[config.mk]
export PLATFORM = sky130hd
export DESIGN_NAME = mod_count_ctrl
export DESIGN_NICKNAME = d
export VERILOG_FILES = /design/src/rtl/mod_count_ctrl.sv
export SDC_FILE = /design/constraint.sdc
export NUM_CORES = 1
export LEC_CHECK = 0
export CAP_MARGIN = 30
export CORE_ASPECT_RATIO = 0.9
export CORE_UTILIZATION = 45
export CTS_CLUSTER_DIAMETER = 200
export CTS_CLUSTER_SIZE = 12
export DETAILED_ROUTE_END_ITERATION = 6
export HOLD_SLACK_MARGIN = 0.05
export PLACE_DENSITY = 0.86
export SLEW_MARGIN = 5
export SYNTH_ARGS = -nofsm -noshare
export SYNTH_HDL_FRONTEND = slang
export SYNTH_SLANG_ARGS = --single-unit
[constraint.sdc]
create_clock -name clk -period 1.5 [get_ports clk]
set_input_delay 0.3 -clock clk [delete_from_list [all_inputs] [get_ports clk]]
set_output_delay 0.3 -clock clk [all_outputs]
set_load 0.02 [all_outputs]
[src/rtl/mod_count_ctrl.sv]
`default_nettype none
// ---------------------------------------------------------------------------
// mod_count_ctrl : start/pause/stop sequencer for a programmable modulo counter
// Rev 1.0
// ---------------------------------------------------------------------------
module mod_count_ctrl #(
  parameter int WIDTH  = 3,
  parameter int WRAP_W = 4
) (
  input  logic              clk,
  input  logic              reset,
  input  logic              start,
  input  logic              pause,
  input  logic              stop,
  input  logic              tick,
  input  logic [WIDTH-1:0]  mod_val,
  input  logic [WRAP_W-1:0] wraps,
  output logic [WIDTH-1:0]  count,
  output logic [WRAP_W-1:0] wrap_cnt,
  output logic              tc,
  output logic              busy,
  output logic              done
);

  typedef enum logic [1:0] {
    IDLE  = 2'b00,
    RUN   = 2'b01,
    PAUSE = 2'b10,
    DONE  = 2'b11
  } state_t;

  state_t            state, state_n;
  logic [WIDTH-1:0]  count_n, mod_r, mod_n;
  logic [WRAP_W-1:0] wrap_n, wraps_r, wraps_n;
  logic [WRAP_W-1:0] wrap_inc;
  logic              tc_n;
  logic              last_wrap;

  assign wrap_inc  = wrap_cnt + 1'b1;
  // A zero budget means free-run, so it never terminates the sequence.
  assign last_wrap = (wraps_r != '0) && (wrap_inc == wraps_r);

  always_comb begin
    state_n = state;
    count_n = count;
    wrap_n  = wrap_cnt;
    tc_n    = 1'b0;
    mod_n   = mod_r;
    wraps_n = wraps_r;

    case (state)
      IDLE, DONE: begin
        if (stop) begin
          state_n = IDLE;
          count_n = '0;
          wrap_n  = '0;
        end else if (start) begin
          state_n = RUN;
          mod_n   = mod_val;
          wraps_n = wraps;
          count_n = '0;
          wrap_n  = '0;
        end
      end

      RUN: begin
        if (stop) begin
          state_n = IDLE;
          count_n = '0;
          wrap_n  = '0;
        end else if (pause) begin
          state_n = PAUSE;
        end else if (tick) begin
          if (count == mod_r) begin
            count_n = '0;
            wrap_n  = wrap_inc;
            tc_n    = 1'b1;
            if (last_wrap) begin
              state_n = DONE;
            end
          end else begin
            count_n = count + 1'b1;
          end
        end
      end

      PAUSE: begin
        // The tick on the release cycle is dropped; counting resumes next cycle.
        if (stop) begin
          state_n = IDLE;
          count_n = '0;
          wrap_n  = '0;
        end else if (!pause) begin
          state_n = RUN;
        end
      end

      default: begin
        state_n = IDLE;
        count_n = '0;
        wrap_n  = '0;
      end
    endcase
  end

  always_ff @(posedge clk or posedge reset) begin
    if (reset) begin
      state    <= IDLE;
      count    <= '0;
      wrap_cnt <= '0;
      tc       <= 1'b0;
      mod_r    <= '0;
      wraps_r  <= '0;
    end else begin
      state    <= state_n;
      count    <= count_n;
      wrap_cnt <= wrap_n;
      tc       <= tc_n;
      mod_r    <= mod_n;
      wraps_r  <= wraps_n;
    end
  end

  assign busy = (state == RUN) || (state == PAUSE);
  assign done = (state == DONE);

endmodule
`default_nettype wire

==> metrics.txt, run 1 <==
status complete, but fails checks; failing checks setup timing; post-synthesis mux area share 9.20%; die height 48.4 um; Synth Area in Compound Gates 17.6%; grt ovf 0; I/O Buffers 22; Final period util 107%; Die X 53.5 um; drt wl/cell 18.7 um; n_diodes 0; via count 1057; Clock Power Share 12.8%; sequential element share of the synthesized area 39.6%; pre-CTS WS -323 ps; Yosys cell types 38; Synth Register Bits 17; ranking of synthesized cells by area dfrtp_1, mux2_2, ha_1; CTS tree yes; share of cells above drive strength 1 46.1%; Syn Area/Cell 10.4 um^2; xor/xnor cell area share of the yosys netlist 9.08%; simple logic cell fraction of the synthesized area 15.3%; Worst-Margin Slew 252 ps; Tot GR Track Use 29.3%; CP Capture Type register; initial antenna violation count 0; largest net degree at the start of global routing 18; initial core utilization 48.4%; clock-pin slew on the worst setup and hold paths 110 ps; Switching Fraction 39.1%; most frequent cell after synthesis dfrtp_1; worst vdd ir 0.00101 V; unrepaired setup endpoints after global routing true; sequential power share 33.3%; fmax 0.623 GHz; busiest layer in global routing met2; core area 2220 um^2; Final #Nets 171; commonest cells in the netlist dfrtp_1, inv_1, o21ai_0, mux2_2; H-tree depth 1; grt met3 use 5.66%; area share of the largest cell type after synthesis 39.6%; met1 Use GR 37.1%; Logic pwr share 53.9%; via/cell ratio 5.91; number of global-route vias before repair 1068; Tmin final 1610 ps; DR pass1 iterations 4; die area 2590 um^2; Post-synth EDFFs 0; Synth Instances 103; clk root buf clkbuf_4; commonest register cell after synthesis dfrtp_1; Setup CP Type register to register; Routed WL 3.35 mm; Critical Path AT 1800 ps; Int Pwr 1.27 mW; Maximum Capacitance Violations 0; Final Hold Viols 0; # IOs 23; Syn. warnings 0; post-route ant nets 0; clock skew 2.82 ps; cts hold-fix bufs 0; Netlist Area Pre-Place 1070 um^2; Mapped Nets 121; min setup slack post-route -106 ps; count of final setup violators 18; Pleak 0.746 nW; Detailed Route Iter0 Violations 33; Async SR Flop Fraction 100%; Num CTS Buffers 3; Switch Pwr 816 uW; first-pass GRT wire length 5.33 mm; Residual DRC 0; Cell Rows 16; Worst Path Max Fanout 3; min-delay worst type input port to asynchronous set/reset pin; Max Root-Sink Buffers 2; hpwl dp 2.11 mm; Max Transition Viols Final 0; main combinational cell family by area after synthesis compound AO/OA/AOI/OAI gates; Yosys top cell by area dfrtp_1; GP Congestion 0.874; clock sink count 17; P per Cell Area 1220 nW/um^2; synthesis-to-finish area growth 59.1%; Clock Latency Late Sink 300 ps; required time worst endpoint 1700 ps; max_slew headroom 82.9%; Setup Total Neg Slack -876 ps; Adder-Cell Fraction of Synth Area 5.82%; met2 Usage GRT 49.8%; Worst setup SP type register
## final timing paths
check	startpoint	slack, ps	cells after the start	end
max in group asynchronous	reset	990	3	count[2]$_DFFE_PP0P_
max reg2reg	state[1]$_DFFE_PP0P_	-110	8	state[1]$_DFFE_PP0P_
min in group clk	wraps_r[0]$_DFFE_PP0P_	560	1	wraps_r[0]$_DFFE_PP0P_
max	state[1]$_DFFE_PP0P_	-110	8	state[1]$_DFFE_PP0P_
min	reset	300	3	wraps_r[0]$_DFFE_PP0P_
min reg2reg	wraps_r[0]$_DFFE_PP0P_	560	1	wraps_r[0]$_DFFE_PP0P_
## layout by cell type, fill, tap and decap left out, types with 2 or more instances in the layout
cell type and instances:
a21oi_2 3, and2b_2 2, and3_4 2, buf_12 2, buf_4 17, buf_6 6
clkbuf_2 2, clkbuf_4 3, clkdlybuf4s50_1 11, dfrtp_1 15, dfrtp_2 2, dlygate4sd2_1 7
ha_1 2, ha_4 3, inv_1 7, mux2_2 7, nand2_1 5, nand2b_4 2
nand3_1 3, nand4_1 2, nor2_1 4, o211ai_1 3, o21ai_1 4, o21ai_2 3
o311ai_2 2, xnor2_2 3, xor2_1 2
## power by group through the flow
stage | clock network (mW) | registers, mW | logic [mW]
global placement | 0 | 0.677 | 0.737
finish | 0.267 | 0.693 | 1.12
CTS | 0.263 | 0.680 | 0.941
global route | 0.291 | 0.700 | 1.19
detailed placement | 0 | 0.690 | 0.784
floorplan | 0 | 0.674 | 0.485
## flip-flops by register name (all words and copies together) (netlist names)
| signal | flops |
|---|---|
| wrap_cnt | 4 |
| wraps_r | 4 |
| count | 3 |
| mod_r | 3 |
| state | 2 |
| tc | 1 |
## timing repair
item / 4_1_cts / 5_1_grt
resized for setup: 39 / 21
pin swaps: 11 / 9
endpoints found under the hold margin: 0 / 0
buffers inserted: 4 / 2
setup endpoints to repair: 18 / 20
## cell families (layout without fill, tap and decap cells)
logic type                 after synthesis  count (layout)
xor gates and xnor gates                 7               7
AOI/OAI and AO/OA                       27              27
and+or+nand+nor                         28              28
muxes                                    9               9
adders and majority gates                5               5
DFF                                     17              17
buffers and inverters                   10              59
## layer usage
metal | routed length [um] | part of all wire (%)
met5 | 0 | 0
met4 | 103 | 3.1
met2 | 1730 | 52
met1 | 1300 | 39
met3 | 211 | 6.3
## metrics by stage
| step | instance area, um^2 | total power, mW | util (%) | hold WS [ps] | std cells |
|---|---|---|---|---|---|
| final | 1710 | 2.08 | 77.0 | 296 | 179 |
| after global routing | 1710 | 2.18 | 77.0 | 345 | 179 |
| after global placement | 1500 | 1.41 | 67.5 | 511 | 169 |
| after floorplan | 1110 | 1.16 | - | 226 | 103 |
| after CTS | 1640 | 1.88 | 73.6 | 302 | 177 |
| after detailed placement | 1500 | 1.47 | 67.5 | 533 | 169 |
## layout make-up
cell class	instances	area, um^2
multi-input cells	76	762
fillers	140	512
flip-flops and latches	17	428
repair buffers	45	417
inverters	10	43.8
well taps	27	33.8
clock buffers	4	26.3
## worst max-delay path, stage by stage (launching register included)
cell and delay [ps]:
dfrtp_1 440, ha_4 310, buf_6 100, nand2b_4 60, buf_12 130, buf_6 100
and3_4 170, o21ai_2 120, o21ai_1 70
No activity file was read; power rests on OpenSTA's default activity.
==> run 2: changes to the inputs <==
Settings changed: CORE_UTILIZATION 45 to 53, PLACE_DENSITY 0.86 to 0.94.
Clock period 1.5 ns to 1.93 ns, I/O delays scaled along.
==> run 2 against run 1 <==
Sequential share of layout area is 5.9 points higher. Setup slack better by 140 ps. Power is 41% lower. Clock-buffer cell count is 1 lower. Sequential power is 24% lower. First-iteration DRC count is 6.1% higher. Critical endpoint is now done. Register-to-register slack better by 220 ps. The flow now finishes without violations. Clock power is 24% lower. Core utilization is 5.1 points lower. Cell count is 12% lower.
==> metrics.txt, run 2 (synthesis gave the netlist of run 1 again) <==
FF-to-FF setup slack 110 ps (+220 ps); Maximum Capacitance Violations 0 (unchanged); Final #Nets 151 (-12%); required time worst endpoint 1540 ps (-160 ps); clock-pin slew on the worst setup and hold paths 110 ps (about the same); drt wl/cell 16.1 um (-14%); GP Congestion 0.833 (-4.7%); Setup CP Type register to output pin; Final Hold Viols 0 (unchanged); hpwl dp 1.93 mm (-8.9%); Tmin final 1900 ps; slowest cell delay on critical path 600 ps (+160 ps); Worst Path Max Fanout 5 (+2); worst r2r path cells 6 (-2); share of cells above drive strength 1 15.9% (-30 points); Max Root-Sink Buffers 2 (unchanged); largest net degree at the start of global routing 18 (unchanged); CP startpoint state[0]$_DFFE_PP0P_; min-delay worst type input port to asynchronous set/reset pin; critical path cell sequence ha_1 -> clkdlybuf4s50_1; Tot GR Track Use 24.6% (-4.7 points); Routed WL 2.53 mm (-24%); first-pass GRT wire length 3.97 mm (-26%); # IOs 23 (unchanged); hold_ws 471 ps (+175 ps); I/O Buffers 22 (unchanged); P per Cell Area 896 nW/um^2 (-26%); Clock Latency Late Sink 300 ps (about the same); initial core utilization 56.1% (+7.8 points); Setup Total Neg Slack 0 ps (+876 ps); die height 44.7 um (-7.5%); H-tree depth 1 (unchanged); synthesis-to-finish area growth 28.1%; core area 1910 um^2 (-14%); post-route ant nets 0 (unchanged); Max Transition Viols Final 0 (unchanged); Critical Path AT 1510 ps (-290 ps); Pleak 0.589 nW (-21%); n_diodes 0 (unchanged); FF-to-FF Start state[0]$_DFFE_PP0P_; CTS tree yes; worst vdd ir 0.000697 V (-31%); number of global-route vias before repair 884 (-17%); placed cell area 1340 um^2 (-11%); clk root buf clkbuf_4; CP Capture Type output pin; WP buf/inv 1 (-2); Worst setup SP type register; design area 1380 um^2 (-20%); clock sink count 17 (unchanged); DR pass1 iterations 4 (unchanged); initial antenna violation count 0 (unchanged); largest registers wrap_cnt (4), wraps_r (4); die area 2210 um^2 (-15%); capturing point of the worst reg2reg path wrap_cnt[0]$_DFFE_PP0P_; cell family with most CP delay buffers and inverters; commonest non-fill, non-tap cell in the layout clkdlybuf4s50_1; grt ovf 0 (unchanged); Residual DRC 0 (unchanged); status complete, no violations; fmax 0.527 GHz; Num CTS Buffers 3 (unchanged); Die X 49.5 um (-7.6%); final core occ 71.9% (-5.1 points); via/cell ratio 5.87 (-0.66%); Cell Rows 15 (-1); count of final setup violators 0 (-18); most frequent cells in the layout clkdlybuf4s50_1, dfrtp_1, inv_1; max_slew headroom 57.3% (-26 points); clock skew 8.11 ps (+5.29 ps); Final period util 98.4%; Detailed Route Iter0 Violations 35 (+6.1%); via count 921 (-13%); Worst-Margin Slew 640 ps (+389 ps); Crit path depth 2 (-6); cts hold-fix bufs 0 (unchanged); critical path's slowest cell clkdlybuf4s50_1
==> run 2: cell types whose count changed in the layout (fill, tap and decap cells not counted), sizes merged <==
cell           delta
clkinvlp          -1
dlygate4sd2       -7
clkdlybuf4s15     +1
clkbuf            -3
clkdlybuf4s50    +10
clkinv            +1
buf              -22
inv               +1
==> run 2: timing repair <==
action / 4_1_cts / 5_1_grt
resized for setup: 1 / 2
gates cloned: 0 / 0
setup buffers: 0 / 1
endpoints found under the setup margin: 1 / 4
==> run 2: worst reg2reg max path, cell delays in order, from the launching register on <==
cell      delay [ps]
dfrtp_1          440
inv_1             70
ha_1             340
nand2b_1         150
a21oi_1          150
or3_4            440
mux2i_1          160
==> run 2: layer usage <==
metal | vias to the layer above | share of wire (%) | track usage [%]
li1 | 437 | - | -
met2 | 31 | 54 | 44.7
met3 | 4 | 4.6 | 3.37
met5 | - | 0 | 0
met1 | 449 | 40 | 29.9
met4 | 0 | 1.4 | 10.3
==> run 2: per-stage QoR <==
step | total power, mW | std cells | worst slack [ps]
CTS | 1.21 | 156 | 34.7
global route | 1.30 | 157 | -12.7
floorplan | 0.874 | 103 | 296
global placement | 0.995 | 152 | 65.7
detailed placement | 1.03 | 152 | -14.4
finish | 1.23 | 157 | 31.8
==> run 2: layout make-up <==
class | instances | area (um^2)
multi-input cells | 76 | 612
fillers | 146 | 538
flip-flops and latches | 17 | 425
repair buffers | 25 | 243
inverters | 10 | 37.5
well taps | 25 | 31.3
clock buffers | 3 | 22.5
clock inverters | 1 | 5.00
==> run 2: how the worst max path moves through the flow <==
stage               slack (ps)              endpoint
floorplan                  300  count[0]$_DFFE_PP0P_
global route               -10                  busy
detailed placement         -10  count[0]$_DFFE_PP0P_
global placement            70  count[0]$_DFFE_PP0P_
CTS                         30                  busy
finish                      30                  done
==> run 2: report_power, final <==
group	internal (mW)	switching (mW)	total (mW)
combinational	0.251	0.250	0.502
sequential	0.443	0.0864	0.530
clock	0.0771	0.125	0.202
